===== config.mk =====
export PLATFORM = sky130hd
export DESIGN_NAME = mitm_rule_engine
export DESIGN_NICKNAME = d
export VERILOG_FILES = /design/src/rtl/mitm_pkg.sv /design/src/rtl/mitm_rule_table.sv /design/src/rtl/mitm_rule_engine.sv
export SDC_FILE = /design/constraint.sdc
export NUM_CORES = 1
export LEC_CHECK = 0
export ABC_AREA = 1
export CAP_MARGIN = 25
export CORE_MARGIN = 3
export CORE_UTILIZATION = 40
export CTS_CLUSTER_SIZE = 24
export DETAILED_ROUTE_END_ITERATION = 10
export PLACE_DENSITY = 0.61
export REMOVE_ABC_BUFFERS = 1
export SYNTH_ARGS = -nofsm -noshare
export SYNTH_HDL_FRONTEND = slang
export SYNTH_SLANG_ARGS = --single-unit

===== constraint.sdc =====
create_clock -name sys_clk -period 4.3 [get_ports sys_clk]
set_clock_uncertainty 0.05 [all_clocks]
set_input_delay 1.075 -clock sys_clk [delete_from_list [all_inputs] [get_ports sys_clk]]
set_output_delay 1.075 -clock sys_clk [all_outputs]
set_load 0.05 [all_outputs]

===== src/rtl/mitm_pkg.sv =====
// rtl/mitm_pkg.sv - shared state codes, opcodes and width helpers for the MITM rule engine
package mitm_pkg;

  typedef logic [2:0] mitm_state_t;

  localparam mitm_state_t ST_IDLE   = 3'd0;
  localparam mitm_state_t ST_SYNC   = 3'd1;
  localparam mitm_state_t ST_CMD    = 3'd2;
  localparam mitm_state_t ST_ADDR   = 3'd3;
  localparam mitm_state_t ST_DATA   = 3'd4;
  localparam mitm_state_t ST_FINISH = 3'd5;

  localparam logic [2:0] OP_READ  = 3'b110;
  localparam logic [2:0] OP_WRITE = 3'b101;

  function automatic int clog2(input int v);
    int r;
    r = 0;
    for (int i = 1; i < v; i = i * 2) r++;
    return r;
  endfunction

  function automatic int idx_width(input int n);
    return (clog2(n) < 1) ? 1 : clog2(n);
  endfunction

endpackage


===== src/rtl/mitm_rule_table.sv =====
// rtl/mitm_rule_table.sv - substitution rule storage with lowest-index-wins registered lookup
module mitm_rule_table #(
  parameter int NUM_RULES = 4,
  parameter int ADDR_BITS = 8,
  parameter int DATA_BITS = 8,
  parameter int IDX_W     = 2
) (
  input  logic                 clk,
  input  logic                 rst,
  input  logic                 wr_en,
  input  logic [IDX_W-1:0]     wr_idx,
  input  logic [ADDR_BITS-1:0] wr_addr,
  input  logic [DATA_BITS-1:0] wr_data,
  input  logic                 wr_valid,
  input  logic                 wr_ro,
  input  logic                 lookup_en,
  input  logic [ADDR_BITS-1:0] lookup_addr,
  output logic                 hit,
  output logic [IDX_W-1:0]     hit_idx,
  output logic [DATA_BITS-1:0] hit_data,
  output logic                 hit_ro
);

  logic [ADDR_BITS-1:0] addr_q  [NUM_RULES];
  logic [DATA_BITS-1:0] data_q  [NUM_RULES];
  logic                 valid_q [NUM_RULES];
  logic                 ro_q    [NUM_RULES];

  logic                 m_hit;
  logic [IDX_W-1:0]     m_idx;
  logic [DATA_BITS-1:0] m_data;
  logic                 m_ro;

  // Scan from the top so the lowest matching index is the last to assign.
  always_comb begin
    m_hit  = 1'b0;
    m_idx  = '0;
    m_data = '0;
    m_ro   = 1'b0;
    for (int i = NUM_RULES - 1; i >= 0; i--) begin
      if (valid_q[i] && (addr_q[i] == lookup_addr)) begin
        m_hit  = 1'b1;
        m_idx  = IDX_W'(i);
        m_data = data_q[i];
        m_ro   = ro_q[i];
      end
    end
  end

  always_ff @(posedge clk) begin
    if (rst) begin
      for (int i = 0; i < NUM_RULES; i++) begin
        addr_q[i]  <= '0;
        data_q[i]  <= '0;
        valid_q[i] <= 1'b0;
        ro_q[i]    <= 1'b0;
      end
      hit      <= 1'b0;
      hit_idx  <= '0;
      hit_data <= '0;
      hit_ro   <= 1'b0;
    end else begin
      if (wr_en && (int'(wr_idx) < NUM_RULES)) begin
        addr_q[wr_idx]  <= wr_addr;
        data_q[wr_idx]  <= wr_data;
        valid_q[wr_idx] <= wr_valid;
        ro_q[wr_idx]    <= wr_ro;
      end
      if (lookup_en) begin
        hit      <= m_hit;
        hit_idx  <= m_idx;
        hit_data <= m_data;
        hit_ro   <= m_ro;
      end
    end
  end

endmodule


===== src/rtl/mitm_rule_engine.sv =====
// rtl/mitm_rule_engine.sv - bus-word MITM substitution FSM; MITM_HIT_CNT_EN adds a hit_count output
module mitm_rule_engine
  import mitm_pkg::*;
#(
  parameter int MAX_DATA_SIZE = 9,
  parameter int CMD_BITS      = 3,
  parameter int ADDR_BITS     = 8,
  parameter int DATA_BITS     = 8,
  parameter int NUM_RULES     = 4,
  parameter int CONTINUOUS    = 0,
  localparam int RULE_IDX_W   = idx_width(NUM_RULES),
  localparam int SIZE_W       = clog2(MAX_DATA_SIZE + 1)
) (
  input  logic                     sys_clk,
  input  logic                     rst,
  input  logic                     mitm_start,
  input  logic                     eval,
  input  logic [MAX_DATA_SIZE-1:0] real_miso_data,
  input  logic [MAX_DATA_SIZE-1:0] real_mosi_data,
  input  logic                     rule_wr_en,
  input  logic [RULE_IDX_W-1:0]    rule_idx,
  input  logic [ADDR_BITS-1:0]     rule_addr,
  input  logic [DATA_BITS-1:0]     rule_data,
  input  logic                     rule_en,
  input  logic                     rule_ro,
  output logic [MAX_DATA_SIZE-1:0] fake_miso_data,
  output logic [MAX_DATA_SIZE-1:0] fake_mosi_data,
  output logic [SIZE_W-1:0]        data_size,
  output logic                     fake_miso_select,
  output logic                     fake_mosi_select,
  output logic                     eval_done,
  output logic                     mitm_done
`ifdef MITM_HIT_CNT_EN
  ,
  output logic [15:0]              hit_count
`endif
);

  mitm_state_t              state_q;
  logic                     busy_q;
  logic [CMD_BITS-1:0]      opcode_q;
  logic [ADDR_BITS-1:0]     addr_q;
  logic [MAX_DATA_SIZE-1:0] pend_miso, pend_mosi;
  logic                     pend_msel, pend_wsel;

  logic                     hit;
  logic [RULE_IDX_W-1:0]    hit_idx_unused;
  logic [DATA_BITS-1:0]     hit_data;
  logic                     hit_ro;

  logic commit, lookup_en, is_read, is_write;

  // Second BUSY cycle: results are registered and eval_done rises.
  assign commit    = !eval_done && busy_q;
  assign lookup_en = commit && (state_q == ST_ADDR);
  assign is_read   = (opcode_q == CMD_BITS'(OP_READ));
  assign is_write  = (opcode_q == CMD_BITS'(OP_WRITE));

  mitm_rule_table #(
    .NUM_RULES (NUM_RULES),
    .ADDR_BITS (ADDR_BITS),
    .DATA_BITS (DATA_BITS),
    .IDX_W     (RULE_IDX_W)
  ) u_table (
    .clk         (sys_clk),
    .rst         (rst),
    .wr_en       (rule_wr_en),
    .wr_idx      (rule_idx),
    .wr_addr     (rule_addr),
    .wr_data     (rule_data),
    .wr_valid    (rule_en),
    .wr_ro       (rule_ro),
    .lookup_en   (lookup_en),
    .lookup_addr (addr_q),
    .hit         (hit),
    .hit_idx     (hit_idx_unused),
    .hit_data    (hit_data),
    .hit_ro      (hit_ro)
  );

  always_comb begin
    data_size = '0;
    case (state_q)
      ST_CMD:  data_size = SIZE_W'(CMD_BITS);
      ST_ADDR: data_size = SIZE_W'(ADDR_BITS);
      ST_DATA: data_size = SIZE_W'(DATA_BITS);
      default: data_size = '0;
    endcase
  end

  always_ff @(posedge sys_clk) begin
    if (rst) begin
      state_q          <= ST_IDLE;
      busy_q           <= 1'b0;
      eval_done        <= 1'b1;
      mitm_done        <= 1'b0;
      opcode_q         <= '0;
      addr_q           <= '0;
      pend_miso        <= '0;
      pend_mosi        <= '0;
      pend_msel        <= 1'b0;
      pend_wsel        <= 1'b0;
      fake_miso_data   <= '0;
      fake_mosi_data   <= '0;
      fake_miso_select <= 1'b0;
      fake_mosi_select <= 1'b0;
    end else begin
      mitm_done <= 1'b0;
      if (!eval_done) begin
        if (!busy_q) begin
          busy_q <= 1'b1;
        end else begin
          busy_q    <= 1'b0;
          eval_done <= 1'b1;
          case (state_q)
            ST_SYNC: state_q <= ST_CMD;
            ST_CMD:  state_q <= ST_ADDR;
            ST_ADDR: state_q <= ST_DATA;
            ST_DATA: begin
              fake_miso_data   <= pend_miso;
              fake_mosi_data   <= pend_mosi;
              fake_miso_select <= pend_msel;
              fake_mosi_select <= pend_wsel;
              if (CONTINUOUS != 0) begin
                state_q <= ST_CMD;
              end else begin
                state_q   <= ST_FINISH;
                mitm_done <= 1'b1;
              end
            end
            default: state_q <= ST_IDLE;
          endcase
        end
      end else begin
        case (state_q)
          ST_IDLE: if (mitm_start) state_q <= ST_SYNC;
          ST_FINISH: begin
            state_q          <= ST_IDLE;
            fake_miso_data   <= '0;
            fake_mosi_data   <= '0;
            fake_miso_select <= 1'b0;
            fake_mosi_select <= 1'b0;
          end
          ST_SYNC, ST_CMD, ST_ADDR, ST_DATA: begin
            if (eval) begin
              eval_done        <= 1'b0;
              busy_q           <= 1'b0;
              fake_miso_data   <= '0;
              fake_mosi_data   <= '0;
              fake_miso_select <= 1'b0;
              fake_mosi_select <= 1'b0;
              pend_miso        <= '0;
              pend_mosi        <= '0;
              pend_msel        <= 1'b0;
              pend_wsel        <= 1'b0;
              if (state_q == ST_CMD) opcode_q <= real_mosi_data[CMD_BITS-1:0];
              if (state_q == ST_ADDR) addr_q <= real_mosi_data[ADDR_BITS-1:0];
              // Write substitution only applies to write-protected rules.
              if (state_q == ST_DATA) begin
                pend_msel <= is_read && hit;
                pend_wsel <= is_write && hit && hit_ro;
                pend_miso <= (is_read && hit) ? MAX_DATA_SIZE'(hit_data) : real_miso_data;
                pend_mosi <= (is_write && hit && hit_ro) ? MAX_DATA_SIZE'(hit_data) : real_mosi_data;
              end
            end
          end
          default: state_q <= ST_IDLE;
        endcase
      end
    end
  end

`ifdef MITM_HIT_CNT_EN
  always_ff @(posedge sys_clk) begin
    if (rst) begin
      hit_count <= '0;
    end else if (commit && (state_q == ST_DATA) && (pend_msel || pend_wsel) && (hit_count != 16'hFFFF)) begin
      hit_count <= hit_count + 16'd1;
    end
  end
`endif

endmodule


==> metrics.txt, run 1 <==
outcome completed; Setup TNS 0 ns; Setup crit end kind primary output; Post-route DRC 0; power share of the sequential group between 40% and 50%; Post-Syn Area roughly 6400 sq um; Initial Utilization between 40% and 50%; detailed-route wire length per cell 14.7 um; Final Hold Fails 0; Final ANT Viol Nets 0; ANT cells 0; post-placement cell area about 7300 sq um; clock share of power a little under half; Finished Cell Area between 7000 and 8000 sq um; FILL cells around 1.5k; Critical Path AT just over 2 ns; VDD IR-drop max between 0.0002 and 0.0003 V; clock buffer depth 2; CTS H-tree depth 4; Top-Level Pins 69; Vias around 5.2k; Detailed Place HPWL between 10000 and 15000 um; TritonRoute pass-1 iters 5; WL final between 15000 and 20000 um; All-Layer GR Usage between 10% and 20%; Commonest cells post-synth nand2_1 (179), nor2_1 (107), inv_1 (77); Hold Path Class flip-flop to flip-flop; Setup Buffers After CTS 0; CTS Root Cell clkbuf_16; worst-margin pin slew 1.01 ns; switch share a little under a quarter; first-pass GRT wire length 25500 um; syn avg cell area 8.36 sq um; total power draw roughly 0.0033 W; Final setup viols 0; vias in the first global route 4962; post-synth top area share about 34%; Seq/Total Area, Yosys 54.4%; WP data required around 3.2 ns; dominant cell type by area after synthesis edfxtp_1; # nets final around 880; CP Max Fanout 7; Synth-to-Final Area Change 22.2%; total power divided by cell area about 420 nW/um^2; Synth cell types between 40 and 50; number of CTS-inserted buffers 17; latest clock arrival within the worst-skew pair between 0.4 and 0.5 ns; Core ar. between 15000 and 20000 sq um; largest net degree at the start of global routing 36; #FFs+latches synth 139; LEAKAGE 3.10 nW; CTS tree done; Worst Path Buf+Inv 2; CP cell instances nand2_1, nor2_1, nor2_1, inv_1, clkdlybuf4s50_1; Critical Path Most Common Cell nor2_1; die width between 100 and 150 um; largest cells by area after synthesis edfxtp_1 (34%), dfxtp_1 (21%), nand2_1 (10%); Post-synth ARST share 0%; crit start category flip-flop; post_cts resized 0; Final Cycle Share around three quarters; CTS sink count about 140; Power Internal ~0.0025 W; Slew Limit Fails 0; Period minus WS final approximately 3.2 ns; die height approximately 130 um; gr ovfl total 0; RSZ-0062 raised after global routing no; layout cell share with drive strength beyond 1 about a tenth; cell family with the largest share of critical-path delay buffers and inverters; routability cong. between 0.8 and 0.9; slowest CP cell clkdlybuf4s50_1; maxcap violations 0; cell count after synthesis approximately 770; Gate power share 9.8%; cell row count 45; most frequent cell after synthesis nand2_1; # hold bufs at CTS 0; Synth Warn # 0; die area about 18000 sq um; switching power between 0.0007 and 0.0008 W; port bufs 67; DRT iter0 DRCs 404; Fmax roughly 310 MHz; clock transition at the registers of the reported paths about 0.06 ns; vias per inst 4.93; Slew HR between 30 and 40%; number of synthesized flops with an enable pin 72; initial antenna violation count 0; ys flop type edfxtp_1; largest stage delay on the critical path ~0.8 ns; Crit Path Class flip-flop to primary output
## through the flow
stage               util [%]  worst slack (ns)  std cells  hold WS (ns)
floorplan                  -             0.702        741         0.385
global placement        46.9             0.881       1026         0.400
detailed placement      46.9             0.814       1026         0.403
CTS                     50.8              1.09       1058         0.411
global route            50.8             0.929       1058         0.430
finish                  50.8              1.11       1058         0.412
## power by group through the flow
| stage | clock (W) | combinational (W) | sequential (W) |
|---|---|---|---|
| 6_report | 0.00149 | 0.000324 | 0.00149 |
| 5_1_grt | 0.00159 | 0.000365 | 0.00149 |
| 4_1_cts | 0.00151 | 0.000328 | 0.00149 |
| 3_5_place_dp | 0 | 0.000326 | 0.00152 |
| 3_3_place_gp | 0 | 0.000322 | 0.00151 |
| 2_1_floorplan | 0 | 0.000196 | 0.00151 |
## cell usage in the layout, fill, tap and decap left out, drive strengths merged
master         netlist  layout
nand2              185     185
a41oi                1       1
clkinv               2       7
clkbuf              14      19
nor2               112     112
xnor2                1       1
o41ai                1       1
xor2                 6       6
a221oi               1       1
nand3               53      53
dfxtp               67      67
a21boi               1       1
conb                 1       1
or2                 12      12
a21oi               66      66
o211ai              17      17
o21ai               29      29
clkinvlp             0       4
bufinv               0       4
nand3b               5       5
inv                 88      88
edfxtp              72      72
o21a                 1       1
nand4                3       3
buf                 16       8
and3                 1       1
nor2b                1       1
nor3                15      15
clkdlybuf4s50        0      66
## area by class of cell
class | count | area [sq um] | share of cell area [%]
sequential | 139 | 3500 | 44.5
multi-input combinational | 512 | 2440 | 31.0
clock buffer | 19 | 433 | 5.50
tap | 211 | 264 | 3.35
timing repair buffer | 74 | 718 | 9.12
inverter | 90 | 338 | 4.29
clock inverter | 13 | 175 | 2.23
## flip-flops by register name (all words and copies together), names as in the netlist
name              count
pend_wsel             1
u_table.valid_q       4
addr_q                8
pend_mosi             9
eval_done             1
u_table.hit           1
fake_mosi_select      1
u_table.data_q       32
u_table.hit_data      8
u_table.hit_ro        1
u_table.addr_q       32
fake_miso_data        9
mitm_done             1
pend_miso             9
opcode_q              3
pend_msel             1
fake_miso_select      1
fake_mosi_data        9
u_table.ro_q          4
state_q               3
busy_q                1
## metal layers
| metal | part of all wire [%] | vias to the layer above | wire [um] | track usage [%] |
|---|---|---|---|---|
| li1 | - | 2643 | - | - |
| met1 | 47 | 2406 | 7350 | 24.7 |
| met2 | 46 | 152 | 7130 | 29.3 |
| met3 | 6.2 | 17 | 967 | 4.98 |
| met4 | 0.90 | 0 | 140 | 4.04 |
| met5 | 0 | - | 0 | 0 |
## final timing paths
| path | startpoint | to | slack, ns | cells after the start |
|---|---|---|---|---|
| hold / removal | pend_miso[8] | pend_miso[8] | 0.41 | 2 |
| setup / recovery | state_q[2] | data_size[3] | 1.11 | 5 |
| setup reg to reg | eval_done | u_table.hit_data[6] | 2.02 | 7 |
| hold reg to reg | pend_miso[8] | pend_miso[8] | 0.41 | 2 |
## tightest hold or removal path: stages, from the launching register on
cell and delay, ns:
dfxtp_1 0.31, nand2_1 0.06, a21oi_1 0.05
## kinds of logic after synthesis
logic type / share of synthesized area, %
xor gates and xnor gates: 0.952
DFF: 54.4
and+or+nand+nor: 26.3
buffers and inverters: 7.73
AOI/OAI and AO/OA: 10.6
other: 0.0582
Note: power is estimated with default switching activity, not from simulation.
==> inputs of run 2 (changes only) <==
--- a/config.mk
+++ b/config.mk
@@ -11,7 +11,7 @@
 export CORE_UTILIZATION = 40
 export CTS_CLUSTER_SIZE = 24
 export DETAILED_ROUTE_END_ITERATION = 10
-export PLACE_DENSITY = 0.61
+export PLACE_DENSITY = 0.63
 export REMOVE_ABC_BUFFERS = 1
 export SYNTH_ARGS = -nofsm -noshare
 export SYNTH_HDL_FRONTEND = slang
==> constraint.sdc (replaced) <==
create_clock -name sys_clk -period 2.7 [get_ports sys_clk]
set_clock_uncertainty 0.05 [all_clocks]
set_input_delay 0.675 -clock sys_clk [delete_from_list [all_inputs] [get_ports sys_clk]]
set_output_delay 0.675 -clock sys_clk [all_outputs]
set_load 0.05 [all_outputs]
==> run 2 against run 1 <==
- cell count is 0.95% higher
- non-clock buffer count is 10 higher
- flip-flop and latch count stayed put
- highest routed layer unchanged
- critical path type unchanged
- critical endpoint is now eval_done
- largest cell class unchanged
==> metrics.txt, run 2 (synthesis results as in run 1) <==
CP cell instances clkdlybuf4s50_1 (was nand2_1, nor2_1, nor2_1, inv_1, clkdlybuf4s50_1); Final Hold Fails 0 (unchanged); total power divided by cell area 676 nW/um^2 (was 420 nW/um^2); most frequent cells in the layout nand2_1 (179), nor2_1 (107), inv_1 (77), edfxtp_1 (72), dfxtp_1 (67) (unchanged); Detailed Place HPWL 10700 um (was 11400 um); Core ar. 15500 sq um (unchanged); Initial Utilization 41.6% (unchanged); Slew HR 57.4% (was 32.3%); Gate power share 9.9% (was 9.8%); reg2reg path depth 10 (was 7); Period minus WS final around 2.4 ns; clock transition at the registers of the reported paths 0.06 ns (about the same); TritonRoute pass-1 iters 5 (unchanged); Power Internal 0.00407 W (was 0.00253 W); # nets final 887 (was 877); gr ovfl total 0 (unchanged); switch share 24.5% (was 23.6%); r2r endpoint u_table.hit_data[6] (unchanged); latest clock arrival within the worst-skew pair 0.43 ns (was 0.41 ns); Worst Hold Path EP fake_miso_data[6] (was pend_miso[8]); utilization after layout 51.5% (was 50.8%); All-Layer GR Usage 17.8% (was 18.2%); RSZ-0062 raised after global routing no (unchanged); worst-margin pin slew 0.631 ns (was 1.01 ns); Synth-to-Final Area Change 23.7% (was 22.2%); DRT iter0 DRCs 445 (was 404); Largest regs u_table.addr_q (32), u_table.data_q (32) (unchanged); Hold Path Class flip-flop to flip-flop (unchanged); Worst Path Buf+Inv 1 (was 2); CTS Root Cell clkbuf_16 (unchanged); post-placement cell area 7340 sq um (was 7260 sq um); detailed-route wire length per cell 14.2 um (was 14.7 um); Slew Limit Fails 0 (unchanged); Reg2Reg Launch Point addr_q[0] (was eval_done); Setup Buffers After CTS 0 (unchanged); WL final 15200 um (was 15600 um); total power draw 0.00539 W (was 0.00330 W); largest net degree at the start of global routing 46 (was 36); Vias 5153 (was 5218); Final ANT Viol Nets 0 (unchanged); Final setup viols 0 (unchanged); initial antenna violation count 0 (unchanged); reg-to-reg setup timing slack 0.79 ns (was 2.02 ns); post_cts resized 2 (was 0); ANT cells 0 (unchanged); CP Max Fanout 7 (unchanged); final setup margin 0.269 ns (was 1.11 ns); cell family with the largest share of critical-path delay buffers and inverters (unchanged); CTS tree done (unchanged); Min Hold Slack 0.412 ns (about the same); largest stage delay on the critical path 0.85 ns (was 0.80 ns); clock share of power 46.0% (was 45.1%); Setup crit end kind primary output (unchanged); die area 17700 sq um (unchanged); maxcap violations 0 (unchanged); Final Cycle Share between 90 and 100%; Worst Hold Depth 2 (unchanged); port bufs 67 (unchanged); outcome completed (unchanged); crit start category flip-flop (unchanged); commonest non-fill, non-tap cell in the layout nand2_1 (unchanged); Top-Level Pins 69 (unchanged); slowest CP cell clkdlybuf4s50_1 (unchanged); WP data required 1.98 ns (was 3.17 ns); switching power 0.00132 W (was 0.000779 W); clock buffer depth 2 (unchanged); Worst Setup SP eval_done (was state_q[2]); vias per inst 4.82 (was 4.93); VDD IR-drop max 0.000466 V (was 0.000298 V); LEAKAGE 3.18 nW (was 3.10 nW); Fmax 411 MHz; # hold bufs at CTS 0 (unchanged); hold path start fake_miso_data[6] (was pend_miso[8]); FILL cells 1482 (was 1490); number of CTS-inserted buffers 17 (unchanged); power share of the sequential group 44.1% (was 45.0%); Critical Path AT 1.71 ns (was 2.07 ns); first-pass GRT wire length 24800 um (was 25500 um); Finished Cell Area 7970 sq um (was 7870 sq um); Crit Path Class flip-flop to primary output (unchanged); die width 133 um (unchanged); CTS H-tree depth 4 (unchanged); Place WS 0.399 ns (was 0.814 ns); layout cell share with drive strength beyond 1 10.7% (was 9.45%); cell row count 45 (unchanged); multi-input logic area 2440 sq um (unchanged); register area 3500 sq um (unchanged); vias in the first global route 4804 (was 4962); Post-route DRC 0 (unchanged); die height 133 um (unchanged); routability cong. 0.900 (was 0.829); CTS sink count 139 (unchanged)
-- run 2: power groups by stage --
| stage | logic [W] | clock network (W) | registers (W) |
|---|---|---|---|
| final | 0.000535 | 0.00248 | 0.00238 |
| after global routing | 0.000603 | 0.00261 | 0.00238 |
| after CTS | 0.000546 | 0.00251 | 0.00237 |
| after detailed placement | 0.000543 | 0 | 0.00242 |
| after global placement | 0.000537 | 0 | 0.00242 |
| after floorplan | 0.000311 | 0 | 0.00241 |
-- run 2: through the flow --
stage               setup TNS [ns]  std cells
floorplan                    -3.36        741
global placement                 0       1036
detailed placement               0       1036
CTS                              0       1068
global route                     0       1068
finish                           0       1068
-- run 2: worst max path at each step --
stage | endpoint | slack (ns) | depth (start not counted)
after global routing | eval_done | 0.18 | 1
final | eval_done | 0.27 | 1
after global placement | u_table.addr_q[1][1] | 0.41 | 8
after floorplan | opcode_q[0] | -0.60 | 6
after CTS | eval_done | 0.23 | 1
after detailed placement | data_size[0] | 0.40 | 2
-- run 2: routing by layer --
layer / vias up / share of wire, % / track usage [%]
met5: - / 0 / 0
li1: 2671 / - / -
met4: 0 / 1.3 / 6.12
met3: 15 / 5.7 / 3.84
met1: 2311 / 49 / 25.6
met2: 156 / 44 / 26.5
-- run 2: area by class of cell --
cell class,instances,share of cell area [%]
flip-flops and latches,139,43.9
well taps,211,3.31
clock inverters,12,1.98
repair buffers,84,9.89
inverters,90,4.24
multi-input cells,512,30.6
clock buffers,20,6.01
-- run 2: worst reg2reg max path: cells and delay by family, from the launching register on --
family          cells  cell delay (ns)
compound gates      1             0.10
flops               1             0.53
simple gates        9             1.16
==> inputs of run 3 (changes only) <==
--- a/config.mk
+++ b/config.mk
@@ -11,7 +11,6 @@
 export CORE_UTILIZATION = 40
 export CTS_CLUSTER_SIZE = 24
 export DETAILED_ROUTE_END_ITERATION = 10
-export PLACE_DENSITY = 0.63
 export REMOVE_ABC_BUFFERS = 1
 export SYNTH_ARGS = -nofsm -noshare
 export SYNTH_HDL_FRONTEND = slang
==> run 3 against run 2 <==
- fmax increased by 0.30%
- register-to-register slack got worse by 0.22 ns
- critical path depth unchanged
- sequential power hardly changed
- flip-flop and latch count is the same
- clock power fell by 10%
- critical path type unchanged
- critical endpoint unchanged
- largest power group is now registers
- highest routed layer unchanged
==> metrics.txt, run 3 (synthesis results as in run 1) <==
outcome completed (unchanged); DRT iter0 DRCs 410 (was 445); Fmax 413 MHz (was 411 MHz); WL final 15300 um (was 15200 um); largest net degree at the start of global routing 46 (unchanged); clock transition at the registers of the reported paths 0.06 ns (about the same); most frequent cells in the layout nand2_1 (179), nor2_1 (107), inv_1 (77), edfxtp_1 (72), dfxtp_1 (67) (unchanged); layout cell share with drive strength beyond 1 10.7% (about the same); port bufs 67 (unchanged); Setup crit end kind primary output (unchanged); Largest regs u_table.addr_q (32), u_table.data_q (32) (unchanged); die width 133 um (unchanged); Initial Utilization 41.6% (unchanged); CTS sink count 139 (unchanged); total power draw 0.00513 W (was 0.00539 W); Hold Path Class flip-flop to flip-flop (unchanged); clock buffer depth 2 (unchanged); VDD IR-drop max 0.000444 V (was 0.000466 V); initial antenna violation count 0 (unchanged); Slew Limit Fails 0 (unchanged); cell row count 45 (unchanged); Critical Path AT 1.70 ns (was 1.71 ns); crit start category flip-flop (unchanged); Gate power share 10.3% (was 9.9%); ANT cells 0 (unchanged); CTS Root Cell clkbuf_16 (unchanged); latest clock arrival within the worst-skew pair 0.41 ns (was 0.43 ns); Final setup viols 0 (unchanged); maxcap violations 0 (unchanged); switching power 0.00121 W (was 0.00132 W); # nets final 888 (was 887); routability cong. 0.874 (was 0.900); Vias 5240 (was 5153); All-Layer GR Usage 17.7% (was 17.8%); CP Max Fanout 7 (unchanged); TritonRoute pass-1 iters 5 (unchanged); Worst Setup SP eval_done (unchanged); Reg2Reg Launch Point eval_done (was addr_q[0]); power share of the sequential group 46.2% (was 44.1%); slowest CP cell clkdlybuf4s50_1 (unchanged); cell family with the largest share of critical-path delay buffers and inverters (unchanged); die area 17700 sq um (unchanged); Top-Level Pins 69 (unchanged); die height 133 um (unchanged); Period minus WS final 2.42 ns (was 2.43 ns); switch share 23.5% (was 24.5%); Final ANT Viol Nets 0 (unchanged); vias in the first global route 5093 (was 4804); Final Cycle Share 89.8% (was 90.0%); Crit Path Class flip-flop to primary output (unchanged); RSZ-0062 raised after global routing no (unchanged); WP data required 1.98 ns (about the same); gr ovfl total 0 (unchanged); number of CTS-inserted buffers 17 (unchanged); CTS tree done (unchanged); CP cell instances clkdlybuf4s50_1 (unchanged); hold path start fake_miso_data[7] (was fake_miso_data[6]); Min Hold Slack 0.412 ns (about the same); Worst Path Buf+Inv 1 (unchanged); worst-margin pin slew 0.625 ns (was 0.631 ns); vias per inst 4.90 (was 4.82); Core ar. 15500 sq um (unchanged); Post-route DRC 0 (unchanged); Synth-to-Final Area Change 22.9% (was 23.7%); clock share of power 43.5% (was 46.0%); Final Hold Fails 0 (unchanged); first-pass GRT wire length 25000 um (was 24800 um); total power divided by cell area 648 nW/um^2 (was 676 nW/um^2); CTS H-tree depth 4 (unchanged); # hold bufs at CTS 0 (unchanged); commonest non-fill, non-tap cell in the layout nand2_1 (unchanged); largest stage delay on the critical path 0.85 ns (about the same); LEAKAGE 3.16 nW (was 3.18 nW); Detailed Place HPWL 11300 um (was 10700 um); Slew HR 57.8% (was 57.4%); Power Internal 0.00393 W (was 0.00407 W); detailed-route wire length per cell 14.3 um (was 14.2 um)
run 3: cell count changes in the layout (fill, tap and decap cells not counted):
| cell | previous run | this run |
|---|---|---|
| clkbuf_1 | 1 | 2 |
| clkbuf_8 | 0 | 2 |
| clkbuf_16 | 19 | 17 |
| inv_4 | 4 | 0 |
| clkinv_2 | 0 | 5 |
| bufinv_16 | 3 | 2 |
| clkinv_4 | 4 | 0 |
| buf_4 | 18 | 19 |
| clkbuf_4 | 0 | 3 |
run 3: timing repair:
item	CTS	global route
gates resized for setup	2	0
setup endpoints to repair	2	0
endpoints found under the hold margin	0	0
setup buffers	0	0
run 3: power groups by stage:
stage               sequential (W)  combinational (W)  clock [W]
finish                     0.00237           0.000529    0.00223
global route               0.00238           0.000593    0.00236
CTS                        0.00237           0.000536    0.00227
detailed placement         0.00241           0.000533          0
global placement           0.00241           0.000525          0
floorplan                  0.00241           0.000311          0
run 3: through the flow:
stage / std cells / cell area [sq um] / utilization, % / TNS [ns] / worst slack [ns]
6_report: 1069 / 7920 / 51.1 / 0 / 0.276
5_1_grt: 1069 / 7920 / 51.1 / 0 / 0.107
4_1_cts: 1069 / 7920 / 51.1 / 0 / 0.211
3_5_place_dp: 1037 / 7340 / 47.4 / 0 / 0.282
3_3_place_gp: 1037 / 7340 / 47.4 / 0 / 0.342
2_1_floorplan: 741 / 6280 / - / -3.36 / -0.599
run 3: worst reg2reg max path, cell delays in order, from the launching register on:
cell     delay, ns
dfxtp_1       0.37
inv_2         0.37
nand2_1       0.25
nor2_2        0.58
inv_1         0.15
nor2_1        0.13
nand2_1       0.08
a21oi_2       0.10
run 3: routing by layer:
| metal | global-route usage, % | vias up | wire length, um |
|---|---|---|---|
| li1 | - | 2668 | - |
| met1 | 23.3 | 2412 | 7200 |
| met2 | 28.4 | 140 | 7000 |
| met3 | 4.33 | 20 | 837 |
| met4 | 6.35 | 0 | 272 |
| met5 | 0 | - | 0 |
run 3: area by class of cell:
cell class              count  area, sq um
clock buffers              24          483
repair buffers             85          796
clock inverters             8         92.6
multi-input cells         512         2440
inverters                  90          338
well taps                 211          264
flip-flops and latches    139         3500
fillers                  1470         7570
run 3: final timing paths:
kind / slack, ns / depth (start not counted) / endpoint
min: 0.41 / 2 / fake_miso_data[7]
max: 0.28 / 1 / eval_done
min reg2reg: 0.41 / 2 / fake_miso_data[7]
max reg2reg: 0.57 / 7 / u_table.hit_data[6]
